--- config.mk ---
export PLATFORM = sky130hd
export DESIGN_NAME = vdec_hs_ctrl
export DESIGN_NICKNAME = d
export VERILOG_FILES = /design/src/rtl/vdec_hs_pkg.sv /design/src/rtl/vdec_hs_ctrl.sv
export SDC_FILE = /design/constraint.sdc
export NUM_CORES = 1
export LEC_CHECK = 0
export ABC_AREA = 1
export CAP_MARGIN = 0
export CORE_UTILIZATION = 50
export DETAILED_ROUTE_END_ITERATION = 12
export PLACE_DENSITY_LB_ADDON = 0.25
export SYNTH_ARGS = -nofsm -noshare
export SYNTH_HDL_FRONTEND = slang
export SYNTH_SLANG_ARGS = --single-unit
--- constraint.sdc ---
create_clock -name clk -period 2.04 [get_ports clk]
set_input_delay 0.306 -clock clk [delete_from_list [all_inputs] [get_ports clk]]
set_output_delay 0.306 -clock clk [all_outputs]
set_load 0.05 [all_outputs]
--- src/rtl/vdec_hs_pkg.sv ---
// Shared definitions for the HS Viterbi decoder control path: FSM encoding,
// codeblock limits and the decoded-bit mask helper.
package vdec_hs_pkg;

    typedef enum logic [2:0] {
        ST_IDLE     = 3'd0,
        ST_FWD_GO   = 3'd1,
        ST_FWD_WAIT = 3'd2,
        ST_BWD_GO   = 3'd3,
        ST_BWD_WAIT = 3'd4,
        ST_RESULT   = 3'd5
    } vdec_hs_state_t;

    localparam logic [4:0] VDEC_HS_MAX_SIZE = 5'd29;
    localparam logic [3:0] VDEC_HS_TAIL     = 4'd8;

    // (1<<size)-1 computed one bit wider so size 29 yields all ones.
    function automatic logic [28:0] size_mask(input logic [4:0] size);
        return 29'((30'd1 << size) - 30'd1);
    endfunction

endpackage

--- src/rtl/vdec_hs_ctrl.sv ---
// HS Viterbi decoder sequencer: accepts one request, runs the forward ACS pass
// then the traceback, and returns the masked decoded bits with a watchdog per phase.
module vdec_hs_ctrl
    import vdec_hs_pkg::*;
#(
    parameter int TMO_CYC = 511
) (
    input  logic        clk,
    input  logic        rst,
    input  logic        req_valid,
    output logic        req_ready,
    input  logic [4:0]  req_size,
    output logic        fwd_start,
    output logic [5:0]  fwd_size_p7,
    input  logic        fwd_done,
    output logic        bwd_start,
    output logic [5:0]  bwd_size_p7,
    input  logic        bwd_done,
    input  logic [28:0] bwd_dec_bits,
    output logic        res_valid,
    input  logic        res_ack,
    output logic [28:0] res_bits,
    output logic        res_err,
    output logic        busy
);

    localparam logic [9:0] TMO_LIM  = 10'(TMO_CYC);
    localparam logic [9:0] WDOG_SAT = 10'h3FF;

    vdec_hs_state_t state_q, state_d;
    logic [4:0]  size_q;
    logic [9:0]  wdog_q;
    logic        ld_size, ld_res, wdog_clr, res_err_d;
    logic [28:0] res_bits_d;
    logic        accept, size_ok, tmo, in_wait;

    assign accept  = req_valid && req_ready && (state_q == ST_IDLE);
    assign size_ok = (req_size != 5'd0) && (req_size <= VDEC_HS_MAX_SIZE);
    assign tmo     = (wdog_q == TMO_LIM);
    assign in_wait = (state_q == ST_FWD_WAIT) || (state_q == ST_BWD_WAIT);

    always_ff @(posedge clk or posedge rst) begin
        if (rst) state_q <= ST_IDLE;
        else     state_q <= state_d;
    end

    // Done pulses are checked before the watchdog so a late done still wins.
    always_comb begin
        state_d    = state_q;
        ld_size    = 1'b0;
        ld_res     = 1'b0;
        wdog_clr   = 1'b0;
        res_err_d  = 1'b0;
        res_bits_d = '0;
        case (state_q)
            ST_IDLE: begin
                if (accept) begin
                    if (size_ok) begin
                        ld_size = 1'b1;
                        state_d = ST_FWD_GO;
                    end else begin
                        ld_res    = 1'b1;
                        res_err_d = 1'b1;
                        state_d   = ST_RESULT;
                    end
                end
            end
            ST_FWD_GO: begin
                wdog_clr = 1'b1;
                state_d  = ST_FWD_WAIT;
            end
            ST_FWD_WAIT: begin
                if (fwd_done) begin
                    state_d = ST_BWD_GO;
                end else if (tmo) begin
                    ld_res    = 1'b1;
                    res_err_d = 1'b1;
                    state_d   = ST_RESULT;
                end
            end
            ST_BWD_GO: begin
                wdog_clr = 1'b1;
                state_d  = ST_BWD_WAIT;
            end
            ST_BWD_WAIT: begin
                if (bwd_done) begin
                    ld_res     = 1'b1;
                    res_bits_d = bwd_dec_bits & size_mask(size_q);
                    state_d    = ST_RESULT;
                end else if (tmo) begin
                    ld_res    = 1'b1;
                    res_err_d = 1'b1;
                    state_d   = ST_RESULT;
                end
            end
            ST_RESULT: begin
                if (res_ack) state_d = ST_IDLE;
            end
            default: state_d = ST_IDLE;
        endcase
    end

    // Status outputs are decoded from the next state so they line up with it.
    always_ff @(posedge clk or posedge rst) begin
        if (rst) begin
            req_ready   <= 1'b0;
            busy        <= 1'b0;
            fwd_start   <= 1'b0;
            bwd_start   <= 1'b0;
            res_valid   <= 1'b0;
            res_err     <= 1'b0;
            res_bits    <= '0;
            size_q      <= '0;
            fwd_size_p7 <= '0;
            bwd_size_p7 <= '0;
            wdog_q      <= '0;
        end else begin
            req_ready <= (state_d == ST_IDLE);
            busy      <= (state_d != ST_IDLE);
            fwd_start <= (state_d == ST_FWD_GO);
            bwd_start <= (state_d == ST_BWD_GO);
            res_valid <= (state_d == ST_RESULT);
            if (ld_size) begin
                size_q      <= req_size;
                fwd_size_p7 <= {1'b0, req_size} + 6'(VDEC_HS_TAIL - 4'd1);
                bwd_size_p7 <= {1'b0, req_size} + 6'(VDEC_HS_TAIL - 4'd1);
            end
            if (ld_res) begin
                res_bits <= res_bits_d;
                res_err  <= res_err_d;
            end
            if (wdog_clr)
                wdog_q <= '0;
            else if (in_wait && (wdog_q != WDOG_SAT))
                wdog_q <= wdog_q + 10'd1;
        end
    end

endmodule

==> summary.md, run 1 <==
| Metric | Value |
|---|---|
| Outcome | `finished clean` |
| Post-synthesis register bit count | `59` |
| Die area | `0.007789 sq mm` |
| Ys flop type | `dfrtp_1` |
| Max-cap violations | `0` |
| Ys async rst share | `1.000` |
| Seq/Total Area, Yosys | `0.3969` |
| Number of synthesized flops with an enable pin | `0` |
| CP max FO | `11` |
| WL met2 | `4762 um` |
| Combinational Power Share | `0.624` |
| Pwr Density | `1665 mW/mm^2` |
| Sequential power share | `0.229` |
| Cell taking the most area after synthesis | `dfrtp_1` |
| LEAKAGE | `2.340 nW` |
| Post-Route Setup TNS | `0 ns` |
| DIE WIDTH | `88.26 um` |
| Top cells by area, synth | `dfrtp_1, nand2_1, inv_1` |
| Synth top cells by count | `nand2_1, inv_1, dfrtp_1, nor2_1, nand3_1` |
| Most frequent cell after synthesis | `nand2_1` |
| Die height | `88.26 um` |
| Number of global-route vias before repair | `3,414` |
| Post-Syn Instances | `477` |
| DR pass1 iterations | `5` |
| Vias | `3,556` |
| Clock Tree Buf Depth | `2` |
| Detailed Place HPWL | `7477 um` |
| WP data arrival | `2.12 ns` |
| RSZ-0062 raised after global routing | `false` |
| Top sig layer | `met4` |
| Crit Path Category | `flop to flop` |
| Worst reg2reg endpoint | `res_bits[26]` |
| M1 wire length | `4182 um` |
| Initial antenna violation count | `0` |
| Pint | `4.090 mW` |
| Initial core utilization | `0.5156` |
| Worst IR Drop VDD | `1085 uV` |
| Switching Share | `0.5101` |
| Final Critical Period | `1.905 ns` |
| GR Overflow Total | `0` |
| Num CTS Buffers | `9` |
| Switching pwr | `4.259 mW` |
| Worst skew pair latency | `0.34 ns` |
| Finished Core Util | `0.6949` |
| FF-to-FF Start | `size_q[1]` |
| # diodes | `0` |
| Clk pwr share | `0.147` |
| Area growth syn-to-layout | `34.78%` |
| Fraction of layout cells with a size suffix above 1 | `0.1812` |
| CTS Sinks | `59` |
| CTS tree | `done` |
| Final setup viols | `0` |
| Reg-to-reg slack, setup | `0.14 ns` |
| Routed length on met3 | `506 um` |
| Final net count | `625` |
| IO buf count | `86` |
| Mapped Nets | `522` |
| Routability cong. | `0.9455` |
| Worst Reg-to-Reg Cells | `13` |
| Global-route wire length before repair | `15,690 um` |
| DR WL/cell | `14.07 um` |
| Clock skew | `0.009061 ns` |
| Vias per cell | `5.199` |
| H-tree depth | `3` |
| First-iteration detailed-routing DRC count | `239` |
| Relative slew slack | `0.6429` |
| Worst Path Required | `2.26 ns` |
| Synth Cell Area | `0.003720 sq mm` |
| Aggregate global-route resource usage | `0.2631` |
| Post-DRT Antenna Nets | `0` |
| Routed Wire Length | `9621 um` |
| Clock Pin Slew Worst Setup and Hold Paths | `0.07 ns` |
| Fin area | `0.005014 sq mm` |
| Hold Path Class | `primary input to asynchronous set/reset pin` |
| Tcrit/Tclk final | `0.9337` |
| CP startpoint kind | `flop` |
| Post-synthesis average cell area | `7.798 sq um` |
| FMAX | `525.0 MHz` |
| Root cell of the clock tree | `clkbuf_8` |
| Post-synth top area share | `0.3969` |
| Yosys cell types | `38` |
| Crit end category | `flop` |
| Core Area | `0.007214 sq mm` |
| Overall Power | `8.349 mW` |
| Slew @ Worst Pin | `0.5340 ns` |
| Row count | `31` |
| Synth Warn # | `0` |
| Fin. Hold Viols | `0` |
| # DRC | `0` |
| Largest net degree at the start of global routing | `37` |
| Slew Limit Fails | `0` |
| Placed cell areas | `0.004781 sq mm` |
| IO Count | `87` |
[placed cells by master, fill, tap and decap left out, drive strengths merged]
cell	netlist	routed
inv	81	82
or3	1	1
o22ai	3	3
nand2	92	92
a21oi	7	7
o21ai	45	45
ha	5	5
nand3	53	53
a31oi	1	1
nor3	8	8
nor2	66	66
nor4	1	1
xnor2	1	1
nand4	27	27
clkinv	3	5
xor2	4	4
bufinv	0	2
clkdlybuf4s50	0	86
o211ai	4	4
buf	12	21
dfrtp	59	59
o21a	1	1
clkbuf	3	11
[critical path, cell delays in order, from the launching register on]
cell,delay (ns)
dfrtp_1,0.38
buf_4,0.22
nor2_4,0.06
nand3_1,0.12
ha_1,0.21
nand2_1,0.11
inv_4,0.11
nand2_4,0.08
nor2_8,0.16
nand3_1,0.10
nand2_1,0.06
nand2_1,0.04
nand2_1,0.06
nand2_1,0.06
[how the worst max path moves through the flow]
stage / start / endpoint
3_5_place_dp: req_size[1] / req_ready
3_3_place_gp: req_size[1] / req_ready
6_report: size_q[1] / res_bits[26]
4_1_cts: size_q[1] / res_bits[26]
5_1_grt: size_q[1] / res_bits[22]
2_1_floorplan: size_q[1] / res_bits[26]
[power by group through the flow]
stage	clock network (mW)	registers [mW]	logic (mW)
6_report	1.23	1.91	5.21
3_3_place_gp	0	1.92	5.07
3_5_place_dp	0	1.93	5.15
5_1_grt	1.29	1.96	5.60
2_1_floorplan	0	3.00	2.58
4_1_cts	1.24	1.91	5.18
[repair_timing]
action	CTS	global route
hold buffers	0	0
buffers inserted	0	0
endpoints found under the setup margin	0	3
gates resized for setup	0	3
[layout make-up]
class / count / area, sq um
well taps: 99 / 123.9
repair buffers: 107 / 1044
clock buffers: 11 / 151.4
flip-flops and latches: 59 / 1476
fillers: 605 / 2201
multi-input cells: 319 / 1823
inverters: 84 / 320.3
clock inverters: 5 / 75.07
[cells by family (layout without fill, tap and decap cells)]
kind of cell               count (synthesis)  after routing  share of synthesized area
xor gates and xnor gates                   5              5                    0.01177
AOI/OAI and AO/OA                         61             61                     0.1110
DFF                                       59             59                     0.3969
and+or+nand+nor                          248            248                     0.3491
buffers and inverters                     99            207                     0.1144
adders and majority gates                  5              5                    0.01682
[flip-flops by register name, summed over array words and instances (netlist names)]
signal / cells
busy: 1
bwd_size_p7: 6
bwd_start: 1
fwd_start: 1
req_ready: 1
res_bits: 29
res_err: 1
res_valid: 1
size_q: 5
state_q: 3
wdog_q: 10
[stage by stage]
| step | hold slack (ns) | cells | worst slack [ns] |
|---|---|---|---|
| 2_1_floorplan | 0.4270 | 477 | 0.2677 |
| 6_report | 0.3187 | 684 | 0.1352 |
| 5_1_grt | 0.3749 | 684 | 0.006690 |
| 3_3_place_gp | 0.4862 | 668 | 0.03287 |
| 3_5_place_dp | 0.5021 | 668 | -0.003872 |
| 4_1_cts | 0.3310 | 684 | 0.1452 |
[per-layer routing]
metal,track usage,vias to the layer above
li1,-,1748
met1,0.3270,1659
met2,0.4594,133
met3,0.05504,16
met4,0.08065,0
met5,0,-
Power figures use the tool's default switching activity.
==> run 2: changes to the inputs <==
Settings changed: CTS_CLUSTER_SIZE set to 20, PLACE_DENSITY set to 0.85, PLACE_DENSITY_LB_ADDON 0.25 to not set.
==> run 2 against run 1 <==
Compared with the run above:
- via count rose by 1.2%
- largest power group unchanged
- sequential share of layout area shrank 0.27 points
- core utilization up 0.64 points
- critical path depth fell by 1
- total power shrank 2.8%
- flip-flop and latch count unchanged
- register-to-register slack got worse by 0.04 ns
==> summary.md, run 2 (synthesized netlist as in run 1, its figures left out) <==
| Metric | Value |
|---|---|
| DIE WIDTH | `88.26 um` |
| DR pass1 iterations | `5` |
| Clock skew | `0.008410 ns` |
| Max-cap violations | `0` |
| Global-route wire length before repair | `15,030 um` |
| CP startpoint kind | `flop` |
| Relative slew slack | `0.6464` |
| Crit Path Category | `flop to flop` |
| Routed Wire Length | `9632 um` |
| GR Overflow Total | `0` |
| Worst Path Required | `2.26 ns` |
| WP data arrival | `2.16 ns` |
| RSZ-0062 raised after global routing | `false` |
| Vias | `3,600` |
| Reg with most FFs | `res_bits` |
| CTS Sinks | `59` |
| Fin Hold WS | `0.3424 ns` |
| Initial antenna violation count | `0` |
| Worst skew pair latency | `0.34 ns` |
| Clock Tree Buf Depth | `2` |
| IO Count | `87` |
| Routability cong. | `0.9610` |
| Worst IR Drop VDD | `654.6 uV` |
| Final setup viols | `0` |
| Most common cell after layout, fill and taps aside | `clkdlybuf4s50_1` |
| Row count | `31` |
| Reg-to-reg slack, setup | `0.1 ns` |
| Fin area | `0.005060 sq mm` |
| Crit-path slowest cell | `dfrtp_1` |
| Clk pwr share | `0.118` |
| Finished Core Util | `0.7014` |
| Crit end category | `flop` |
| Fin. Hold Viols | `0` |
| Hold Path Class | `primary input to asynchronous set/reset pin` |
| Die area | `0.007789 sq mm` |
| CP max FO | `9` |
| Initial core utilization | `0.5156` |
| Vias per cell | `5.202` |
| Max reg flops | `29` |
| Final WS setup | `0.09697 ns` |
| Detailed Place HPWL | `7089 um` |
| Post-DRT Antenna Nets | `0` |
| Switching Share | `0.5232` |
| Slew Limit Fails | `0` |
| Pint | `3.870 mW` |
| Placed cell areas | `0.004778 sq mm` |
| Top Registers | `res_bits: 29 flops, wdog_q: 10 flops, bwd_size_p7: 6 flops` |
| Aggregate global-route resource usage | `0.2527` |
| Num CTS Buffers | `9` |
| LEAKAGE | `2.361 nW` |
| CP most frequent cell | `nand2_1` |
| Place WS | `-0.02094 ns` |
| Outcome | `finished clean` |
| Delay-heaviest family, CP | `simple AND/OR/NAND/NOR gates` |
| Slew @ Worst Pin | `0.5287 ns` |
| Switching pwr | `4.247 mW` |
| FMAX | `514.7 MHz` |
| Slowest stage delay, CP | `0.51 ns` |
| Commonest non-fill, non-tap cells in the layout | `clkdlybuf4s50_1, nand2_1, inv_1, dfrtp_1, nor2_1` |
| Fraction of layout cells with a size suffix above 1 | `0.1906` |
| Number of global-route vias before repair | `3,425` |
| # diodes | `0` |
| H-tree depth | `3` |
| CTS tree | `done` |
| # hold bufs at CTS | `0` |
| Area growth syn-to-layout | `36.02%` |
| # DRC | `0` |
| Core Area | `0.007214 sq mm` |
| Final net count | `633` |
| Sequential power share | `0.232` |
| Crit-path cells | `inv_2 > nor3_2 > nand2_1 > ha_1 > nand2_1 > clkinv_2 > nand2_4 > nor2_8 > nand2_1 > nand2_1 > nand4_1 > nand2_1` |
| DR WL/cell | `13.92 um` |
| Tcrit/Tclk final | `0.9525` |
| Clock Pin Slew Worst Setup and Hold Paths | `0.07 ns` |
| Combinational Power Share | `0.650` |
| IO buf count | `86` |
| Buffer and inverter count on the worst path | `2` |
| Root cell of the clock tree | `clkbuf_8` |
| Die height | `88.26 um` |
| Pwr Density | `1604 mW/mm^2` |
| Largest net degree at the start of global routing | `60` |
| First-iteration detailed-routing DRC count | `273` |
| Final Critical Period | `1.943 ns` |
run 2: power by group through the flow:
| stage | logic (mW) | clock network (mW) | registers (mW) |
|---|---|---|---|
| 6_report | 5.28 | 0.956 | 1.88 |
| 3_3_place_gp | 5.05 | 0 | 1.90 |
| 3_5_place_dp | 5.12 | 0 | 1.91 |
| 4_1_cts | 5.15 | 0.974 | 1.89 |
| 5_1_grt | 5.69 | 1.03 | 1.93 |
| 2_1_floorplan | 2.58 | 0 | 3.00 |
run 2: layer usage:
layer / vias to the layer above / GRT usage / wire length [um]
met1: 1677 / 0.2978 / 3948
met3: 24 / 0.06437 / 555
met4: 0 / 0.1100 / 293
li1: 1772 / - / -
met5: - / 0 / 0
met2: 127 / 0.4364 / 4835
run 2: area by class of cell:
type	count	area (sq um)
clock buffer	10	137.6
clock inverter	6	41.29
fill	591	2155
inverter	84	319.1
multi-input combinational	321	1861
sequential	59	1476
tap	99	123.9
timing repair buffer	113	1101
run 2: worst reg2reg max path, delay by kind of cell (launching register included):
| family | cells | cell delay (ns) |
|---|---|---|
| simple gates | 9 | 0.90 |
| flops | 1 | 0.51 |
| fa+ha+maj | 1 | 0.23 |
| buf+inv | 2 | 0.18 |
run 2: final timing paths:
kind	endpoint	startpoint	cells past startpoint
setup / recovery	res_bits[18]	size_q[0]	12
hold / removal	res_err	rst	3
setup reg to reg	res_bits[18]	size_q[0]	12
hold reg to reg	res_err	res_err	2
max in group asynchronous	size_q[2]	rst	3
min in group clk	res_err	res_err	2
run 2: repair_timing:
action                     4_1_cts  5_1_grt
gates resized for setup          0        4
setup endpoints to repair        0       24
buffers inserted                 0        8
run 2: stage by stage:
stage	power [mW]	setup TNS (ns)	instances
after floorplan	5.571	0	477
after global placement	6.946	0	666
after detailed placement	7.031	-0.08096	666
after CTS	8.016	0	682
after global routing	8.647	0	692
final	8.117	0	692
